===== config.mk =====
export PLATFORM = sky130hd
export DESIGN_NAME = rs232_packet_tx
export DESIGN_NICKNAME = d
export VERILOG_FILES = /design/src/rtl/rs232_pkg.sv /design/src/rtl/rs232_byte_tx.sv /design/src/rtl/rs232_packet_tx.sv
export SDC_FILE = /design/constraint.sdc
export NUM_CORES = 1
export LEC_CHECK = 0
export ABC_CLOCK_PERIOD_IN_PS = 2800
export CAP_MARGIN = 20
export CORE_UTILIZATION = 25
export CTS_BUF_LIST = sky130_fd_sc_hd__clkbuf_4 sky130_fd_sc_hd__clkbuf_8
export DETAILED_ROUTE_END_ITERATION = 8
export GPL_TIMING_DRIVEN = 0
export HOLD_SLACK_MARGIN = 0.15
export PLACE_DENSITY = 0.55
export SLEW_MARGIN = 20
export SYNTH_ARGS = -nofsm -noshare
export SYNTH_HDL_FRONTEND = slang
export SYNTH_SLANG_ARGS = --single-unit

===== constraint.sdc =====
create_clock -name clk -period 2.8 [get_ports clk]
set_input_delay 0.56 -clock clk [delete_from_list [all_inputs] [get_ports clk]]
set_output_delay 0.56 -clock clk [all_outputs]
set_load 0.03 [all_outputs]

===== src/rtl/rs232_pkg.sv =====
// rs232_pkg: shared constants and state types for the RS-232 packet transmitter.
//   SOF_DEFAULT / EOF_DEFAULT : default framing bytes of the 8-byte packet
//   PKT_BYTES                 : bytes per packet (SOF, six payload bytes, EOF)
//   tx_state_e                : per-byte serial states (IDLE, START, DATA, PARITY, STOP, GAP)
//   pkt_state_e               : packet-level sequencing states (IDLE, SEND, DONE)
// Optional feature macro: TX_PARITY_EN (PARITY state is only entered when defined).
package rs232_pkg;

  localparam logic [7:0]  SOF_DEFAULT = 8'h02;
  localparam logic [7:0]  EOF_DEFAULT = 8'h03;
  localparam int unsigned PKT_BYTES   = 8;

  typedef enum logic [2:0] {
    ST_IDLE,
    ST_START,
    ST_DATA,
    ST_PARITY,
    ST_STOP,
    ST_GAP
  } tx_state_e;

  typedef enum logic [1:0] {
    PKT_IDLE,
    PKT_SEND,
    PKT_DONE
  } pkt_state_e;

endpackage


===== src/rtl/rs232_byte_tx.sv =====
// rs232_byte_tx: serialises one byte, LSB first: start, 8 data, [parity], stop, gap.
// Ports:
//   clk, rst   : clock, asynchronous active-high reset
//   byte_go    : load byte_in and begin its start bit on this edge
//   byte_in    : byte to send
//   byte_done  : high in the last cycle of the byte (last stop/gap bit time)
//   tx         : registered serial line, idle high
// Macro TX_PARITY_EN adds an even-parity bit after data bit 7.
module rs232_byte_tx
  import rs232_pkg::*;
#(
  parameter int unsigned CLKS_PER_BIT = 40,
  parameter int unsigned GAP_BITS     = 1
) (
  input  logic       clk,
  input  logic       rst,
  input  logic       byte_go,
  input  logic [7:0] byte_in,
  output logic       byte_done,
  output logic       tx
);

  localparam int unsigned   CW       = $clog2(CLKS_PER_BIT);
  localparam logic [CW-1:0] CNT_LAST = CW'(CLKS_PER_BIT - 1);
  localparam logic [3:0]    GAP_LAST = 4'((GAP_BITS == 0) ? 0 : GAP_BITS - 1);

  tx_state_e     state_q, state_d;
  logic [CW-1:0] cnt_q, cnt_d;
  logic [2:0]    bit_q, bit_d;
  logic [3:0]    gap_q, gap_d;
  logic [7:0]    shreg_q, shreg_d;
  logic          tx_q, tx_d;
`ifdef TX_PARITY_EN
  logic          par_q, par_d;
`endif
  logic          wrap;

  assign wrap = (cnt_q == CNT_LAST);
  assign tx   = tx_q;

  always_comb begin
    byte_done = 1'b0;
    if (wrap) begin
      if (state_q == ST_STOP && GAP_BITS == 0) byte_done = 1'b1;
      if (state_q == ST_GAP && gap_q == GAP_LAST) byte_done = 1'b1;
    end
  end

  always_comb begin
    state_d = state_q;
    cnt_d   = cnt_q;
    bit_d   = bit_q;
    gap_d   = gap_q;
    shreg_d = shreg_q;
    tx_d    = tx_q;
`ifdef TX_PARITY_EN
    par_d   = par_q;
`endif
    if (state_q != ST_IDLE) cnt_d = wrap ? '0 : cnt_q + CW'(1);
    if (wrap) begin
      unique case (state_q)
        ST_START: begin
          state_d = ST_DATA;
          bit_d   = '0;
          tx_d    = shreg_q[0];
        end
        ST_DATA: begin
          if (bit_q == 3'd7) begin
`ifdef TX_PARITY_EN
            state_d = ST_PARITY;
            tx_d    = par_q;
`else
            state_d = ST_STOP;
            tx_d    = 1'b1;
`endif
          end else begin
            shreg_d = shreg_q >> 1;
            tx_d    = shreg_q[1];
            bit_d   = bit_q + 3'd1;
          end
        end
        ST_PARITY: begin
          state_d = ST_STOP;
          tx_d    = 1'b1;
        end
        ST_STOP: begin
          if (GAP_BITS != 0) begin
            state_d = ST_GAP;
            gap_d   = '0;
          end else begin
            state_d = ST_IDLE;
          end
        end
        ST_GAP: begin
          if (gap_q == GAP_LAST) state_d = ST_IDLE;
          else                   gap_d   = gap_q + 4'd1;
        end
        default: ;
      endcase
    end
    // A new byte may be launched on the same edge the previous one ends,
    // so the next start bit follows the last stop/gap bit with no idle cycle.
    if (byte_go) begin
      state_d = ST_START;
      cnt_d   = '0;
      shreg_d = byte_in;
      tx_d    = 1'b0;
`ifdef TX_PARITY_EN
      par_d   = ^byte_in;
`endif
    end
  end

  always_ff @(posedge clk or posedge rst) begin
    if (rst) begin
      state_q <= ST_IDLE;
      cnt_q   <= '0;
      bit_q   <= '0;
      gap_q   <= '0;
      shreg_q <= '0;
      tx_q    <= 1'b1;
`ifdef TX_PARITY_EN
      par_q   <= 1'b0;
`endif
    end else begin
      state_q <= state_d;
      cnt_q   <= cnt_d;
      bit_q   <= bit_d;
      gap_q   <= gap_d;
      shreg_q <= shreg_d;
      tx_q    <= tx_d;
`ifdef TX_PARITY_EN
      par_q   <= par_d;
`endif
    end
  end

endmodule


===== src/rtl/rs232_packet_tx.sv =====
// rs232_packet_tx: sends one 8-byte packet {EOF, payload[47:0], SOF} over RS-232.
// Ports:
//   clk       : clock, all logic on posedge
//   rst       : asynchronous active-high reset; aborts any packet in flight
//   tx_start  : request to send, sampled only while idle
//   payload   : bytes 1..6 (payload[7:0] is byte 1), latched on accept
//   data_out  : registered serial line, idle high
//   busy      : high from accept until the end of the last gap
//   done      : one-cycle pulse after the last byte
// Macro TX_PARITY_EN: each byte carries an even-parity bit before its stop bit.
module rs232_packet_tx
  import rs232_pkg::*;
#(
  parameter int unsigned CLKS_PER_BIT = 40,
  parameter int unsigned GAP_BITS     = 1,
  parameter logic [7:0]  SOF_BYTE     = SOF_DEFAULT,
  parameter logic [7:0]  EOF_BYTE     = EOF_DEFAULT
) (
  input  logic        clk,
  input  logic        rst,
  input  logic        tx_start,
  input  logic [47:0] payload,
  output logic        data_out,
  output logic        busy,
  output logic        done
);

  localparam logic [2:0] IDX_LAST = 3'(PKT_BYTES - 1);

  pkt_state_e  state_q, state_d;
  logic [2:0]  idx_q, idx_d;
  logic [63:0] frame_q, frame_d;
  logic        busy_q, busy_d;
  logic        done_q, done_d;
  logic        byte_go;
  logic        byte_done;
  logic [7:0]  byte_sel;
  logic [2:0]  idx_next;

  assign idx_next = idx_q + 3'd1;
  assign busy     = busy_q;
  assign done     = done_q;

  always_comb begin
    state_d  = state_q;
    idx_d    = idx_q;
    frame_d  = frame_q;
    busy_d   = busy_q;
    done_d   = 1'b0;
    byte_go  = 1'b0;
    byte_sel = SOF_BYTE;
    unique case (state_q)
      PKT_IDLE: begin
        if (tx_start) begin
          frame_d  = {EOF_BYTE, payload, SOF_BYTE};
          idx_d    = '0;
          busy_d   = 1'b1;
          byte_go  = 1'b1;
          byte_sel = SOF_BYTE;
          state_d  = PKT_SEND;
        end
      end
      PKT_SEND: begin
        if (byte_done) begin
          // Finishing byte 7 ends the packet; the index never wraps to 0.
          if (idx_q == IDX_LAST) begin
            state_d = PKT_DONE;
            busy_d  = 1'b0;
            done_d  = 1'b1;
          end else begin
            idx_d    = idx_next;
            byte_go  = 1'b1;
            byte_sel = frame_q[{idx_next, 3'b000} +: 8];
          end
        end
      end
      PKT_DONE: state_d = PKT_IDLE;
      default:  state_d = PKT_IDLE;
    endcase
  end

  always_ff @(posedge clk or posedge rst) begin
    if (rst) begin
      state_q <= PKT_IDLE;
      idx_q   <= '0;
      frame_q <= '0;
      busy_q  <= 1'b0;
      done_q  <= 1'b0;
    end else begin
      state_q <= state_d;
      idx_q   <= idx_d;
      frame_q <= frame_d;
      busy_q  <= busy_d;
      done_q  <= done_d;
    end
  end

  rs232_byte_tx #(
    .CLKS_PER_BIT (CLKS_PER_BIT),
    .GAP_BITS     (GAP_BITS)
  ) u_byte_tx (
    .clk       (clk),
    .rst       (rst),
    .byte_go   (byte_go),
    .byte_in   (byte_sel),
    .byte_done (byte_done),
    .tx        (data_out)
  );

endmodule


After elaboration in Yosys (flattened, before gate mapping)
Index checks and enable logic that the tools add are counted. W data, S select, Z words.

Input bits: 51. Output and inout bits: 3. Register bits after elaboration: 82. Word-level logic and storage cells: 99.

Multiplexer cells: 44. Add/sub/neg operators: 4. Equality and inequality tests: 18. Shift-type cells: 1. Reductions and logical operators: 21.

Operators by type and width (count): $shiftx A64 B7 Y8 (1); $mux W8 (7); $mux W3 (8); $mux W6 (3); $pmux W3 S5 (1); $mux W1 (14); $ne A2 B2 Y1 const B (7); $eq A3 B3 Y1 const B (4); $pmux W3 S2 (2); $reduce_and A3 Y1 (4); $reduce_and A4 Y1 (3); $reduce_bool A2 Y1 (6); $pmux W4 S2 (1); $add A3 B1 Y3 const B (2); $add A6 B1 Y6 const B (1); $eq A3 B2 Y1 const B (2); $eq A6 B6 Y1 const B (1); $mux W2 (3); $reduce_bool A6 Y1 (1); $add A4 B1 Y4 const B (1); $logic_not A4 Y1 (1); $mux W4 (1); $pmux W1 S2 (2); $pmux W2 S2 (1); other kinds (10) (11).

Logic depth before layout (Yosys ltp)
Word-level depth: 8. Mapped depth: 7. Depth with buffers taken out: 6.

Modules after synthesis
From an unflattened synthesis, not the netlist that was laid out.

Cell total of the unflattened synthesis: 322. Area total of the unflattened synthesis: 3982.6 um^2.

By module, submodules not included: rs232_packet_tx (seq. area each 1401.3 um^2, area each 2621.3 um^2, cells an instance 188, instances 1); rs232_byte_tx (seq. area each 626.9 um^2, area each 1361.3 um^2, cells an instance 134, instances 1).

Worst setup path before layout
No wires, ideal clock.

Path kind: register to register. Start: reg idx_q[0]. End: reg u_byte_tx.shreg_q[1]. Setup time: 129 ps. Required time: 2671 ps. Buffers on the path: 1. Stages on the path, launching flop included: 8. Arrival: 1842 ps. Period minus slack after synthesis: 1971 ps. Slack: 829 ps. Path through: dfrtp_1 > ha_1 > ha_1 > clkbuf_1 > mux4_2 > a2bb2oi_1 > a211oi_1 > o31ai_1.

Cells in the longest elaborated chain, start to end: 6. Elaborated cells on any way between the ends: 14. Those cells by class: 1 x add/sub; 2 x eq/ne; 1 x shift; 7 x mux; 3 x reduce/logical.

RTL lines: from (decl) (RTL line rs232_packet_tx.sv:31) `logic [2:0] idx_q, idx_d;`; from (signal assigned) (RTL line rs232_packet_tx.sv:91) `idx_q <= idx_d;`; $add A3 B1 Y3 or $eq A3 B3 Y1 (tied branches) (RTL line rs232_packet_tx.sv:40, rs232_packet_tx.sv:66); $shiftx A64 B7 Y8 or $mux W1 (tied branches) (RTL line rs232_packet_tx.sv:73, rs232_packet_tx.sv:66); $mux W8 or $mux W1 (tied branches) (RTL line rs232_packet_tx.sv:66, rs232_packet_tx.sv:64); $mux W8 or $pmux W1 S2 (tied branches) (RTL line rs232_packet_tx.sv:64, rs232_packet_tx.sv:52); $mux W8 (tied with other cells); $mux W8 or $reduce_and A3 Y1 (tied branches); to (signal assigned) (RTL line rs232_byte_tx.sv:130) `shreg_q <= shreg_d;`; to (decl) (RTL line rs232_byte_tx.sv:31) `logic [7:0] shreg_q, shreg_d;`.

Parallel ways exist; a longest one is shown, timed or not. A chain may end at the register's enable or synchronous reset.

Worst setup path after layout
Ends and elaborated chain as after synthesis.

==> results.cfg <==
[timing]
share_of_the_cycle_needed_by_the_critical_path_after_routing_pct = 78.8
setup_repair_after_global_routing_missed_its_margin = false
final.setup.worst_slack_ps = 593
min_period_ps = 2210
setup-tns-final_ps = 0
final-hold-violation-count = 0
setup_viol_count_final = 0
max-slew-margin-rel_pct = 49.9
final-max-slew-violation-count = 0
clock.fmax_mhz = 453
finalClockSkew_ps = 12.8
worst_slew_pin_slew_ps = 748

[clocking]
postCtsSetupBuffers = 0
clk_latency_ps = 370
cts_repair_resize_count = 0
cts_max_path_buffers = 2
cts_tree = yes
cts-root-buf = clkbuf_8
ctsHoldBuffers = 0
cts.reportedPaths.clkPinSlew_ps = 80
cts_buffers = 9
tritoncts_num_sinks = 81
htree_levels = 3

[pwr]
leakage_nw = 2.26
powerDensity_nw_per_um2 = 645
post-layout-total-power_w = 0.00325
vdd_ir_drop_max_mv = 0.257

[placement]
place_ws_ps = 354
portBuffers = 53
gp_routability_congestion = 0.822
dpl.hpwl_um = 7210
dpl.cell_count = 699
total_cell_area_at_the_placement_stage_um2 = 4810

[synthesis]
synth_simple_gate_area_share_pct = 24.6
synthesis.area_um2 = 3990
syn_nets = 492
synth-seq-area-share_pct = 50.9
asyncSetResetFlopFracSynth_pct = 100
syn-instance-count = 434
combinational_family_with_the_most_area_after_synthesis = simple AND/OR/NAND/NOR gates
synth-seq-cells = 81
synth-compound-area-share_pct = 11.6
synth.lib_cells_used.distinct = 56
post_synth_fa_ha_maj_area_fraction_pct = 2.20
avgSynthCellArea_um2 = 9.18
post_synth_edffs = 0
share_of_the_synthesized_netlist_area_taken_by_xor_and_xnor_gates_pct = 0.440
postSynth.topFlopCell = dfrtp_1
post_synth_mux_area_share_pct = 6.12
ys.warnings.count = 0

[route]
route.detailed.vias_per_inst = 4.55
drt-initial-drc-count = 115
postRouteWirelength_um = 9800
detail_route.wl_per_cell_um = 13.7
drtAntennaViolNets = 0
num_vias = 3250
remaining_drc_errors = 0
dr.pass1.iters = 4

[setup_path]
max_stage_delay_ps = 390
cpMaxStageDelayCell = dfrtp_1
regToRegEndpoint = u_byte_tx.shreg_q[1]$_DFFE_PP0P_
arrival_ps = 2460
critical_path_required_ps = 3050
length_in_cells_of_the_worst_reg_to_reg_path = 7
critPathLaunchType = flip-flop
timing.critical_path.mode_cell = ha_1
ff2ff_setup_slack_ps = 590
cpLargestDelayFamily = compound AO/OA/AOI/OAI gates
endpoint_kind = flip-flop
cp.buffers_inverters = 1
worst_setup_path_endpoint = u_byte_tx.shreg_q[1]$_DFFE_PP0P_
path_depth = 7
rr_startpoint = idx_q[0]$_DFFE_PP0P_
critPathLaunch = idx_q[0]$_DFFE_PP0P_
worst-path-max-fanout = 10
path_class = flip-flop to flip-flop
cp_cell_sequence = ha_1 -> ha_1 -> clkbuf_1 -> mux4_2 -> a2bb2oi_1 -> a211oi_1 -> o31ai_1

[floorplan]
fp.dieArea_um2 = 16400
ios = 54
placementRows = 45
die_height_um = 128
chipWidth_um = 128
initial_utilization_pct = 25.9
fp.coreArea_um2 = 15400

[run]
max-cap-violations = 0

[finish]
final_nets = 557
layout_cells_sized_above_1_pct = 10.5
antenna_cells_inserted = 0
leading_cell_types_in_the_layout_fill_and_taps_excluded = nand2_1, dfrtp_1, clkdlybuf4s50_1
finalInstanceArea_um2 = 5040
final_common_cell = nand2_1
fillerInstances = 1629
final_cells = 715
flow.area_growth_from_synthesis_pct = 26.5

[grt]
initial_antenna_violation_count = 0
grt_remaining_overflow = 0
global_route.usage.total_pct = 12.9
grt_first_pass_wirelength_um = 16400
vias_in_the_first_global_route = 3324
grt_max_degree = 54

[min_path]
class_of_the_tightest_hold_or_removal_check = flip-flop to flip-flop
holdCritStartpoint = frame_q[48]$_DFFE_PP0P_

[run_status]
result_of_the_run = finished, final reports clean
-- power breakdown --
| group | total (W) | leakage, nW | switching, W | internal [W] |
|---|---|---|---|---|
| logic | 0.000681 | 1.10 | 0.000361 | 0.000319 |
| clock network | 0.00100 | 0.120 | 0.000438 | 0.000563 |
| registers | 0.00157 | 1.04 | 0.000157 | 0.00141 |
| total | 0.00325 | 2.26 | 0.000957 | 0.00229 |
-- registers in the layout (all words and copies together) (netlist names), 2 cells and up --
signal             count
idx_q                  3
u_byte_tx.shreg_q      8
u_byte_tx.gap_q        4
u_byte_tx.cnt_q        6
u_byte_tx.bit_q        3
u_byte_tx.state_q      3
state_q                2
frame_q               49
-- per-stage QoR --
step,util [%],hold WS [ps]
floorplan,-,440
global placement,31.1,459
detailed placement,31.3,462
CTS,32.8,483
global route,32.8,509
finish,32.8,477
-- area by class of cell --
cell class	count	area, um^2	share of cell area (%)
flip-flops and latches	81	2030	40.2
plain buffers	24	109	2.16
clock buffers	12	159	3.15
repair buffers	54	558	11.1
clock inverters	4	73.8	1.46
inverters	15	58.8	1.17
multi-input cells	314	1790	35.5
well taps	211	264	5.24
-- synth_stat cells (all sizes together) (2+ instances only) --
master	number	area (um^2)
nor2	8	30.0
xor2	2	17.5
a221o	6	60.1
ha	7	87.6
inv	15	56.3
a211oi	2	15.0
nor2b	3	18.8
clkbuf	15	56.3
a22o	4	35.0
dfrtp	80	2000
a21oi	10	53.8
nor3	3	15.0
nand3	13	70.1
mux4	2	45.0
nand2	163	619
o221ai	7	61.3
mux2i	12	120
o31ai	4	30.0
nand4	5	37.5
or2	5	31.3
a311oi	3	26.3
o21ai	22	110
buf	9	52.6
nor3b	5	52.6
mux2	7	78.8
-- worst min-delay path by stage --
stage,slack (ps),end,cells after the start
after global placement,460,frame_q[19]$_DFFE_PP0P_,2
after detailed placement,460,frame_q[48]$_DFFE_PP0P_,2
after CTS,480,frame_q[48]$_DFFE_PP0P_,2
after global routing,510,frame_q[17]$_DFFE_PP0P_,2
after floorplan,440,frame_q[16]$_DFFE_PP0P_,2
final,480,frame_q[48]$_DFFE_PP0P_,2
-- worst min-delay path: stages (launching register included) --
cell and delay (ps):
dfrtp_1 350, nand2_1 50, nand2_1 50
-- metal layers --
metal	part of all wire, %	up-vias	global-route usage (%)	wire length [um]
met5	0	-	0	0
met4	2.9	0	6.92	281
met3	3.6	22	2.34	354
met2	47	76	21.1	4580
met1	47	1547	16.1	4590
li1	-	1605	-	-
-- kinds of logic (layout without fill, tap and decap cells) --
| kind of cell | Yosys count | after routing |
|---|---|---|
| buf+inv | 39 | 109 |
| xor+xnor | 2 | 2 |
| flops | 81 | 81 |
| simple gates | 217 | 217 |
| mux | 21 | 21 |
| fa+ha+maj | 7 | 7 |
| compound gates | 67 | 67 |
Power figures use the tool's default switching activity.
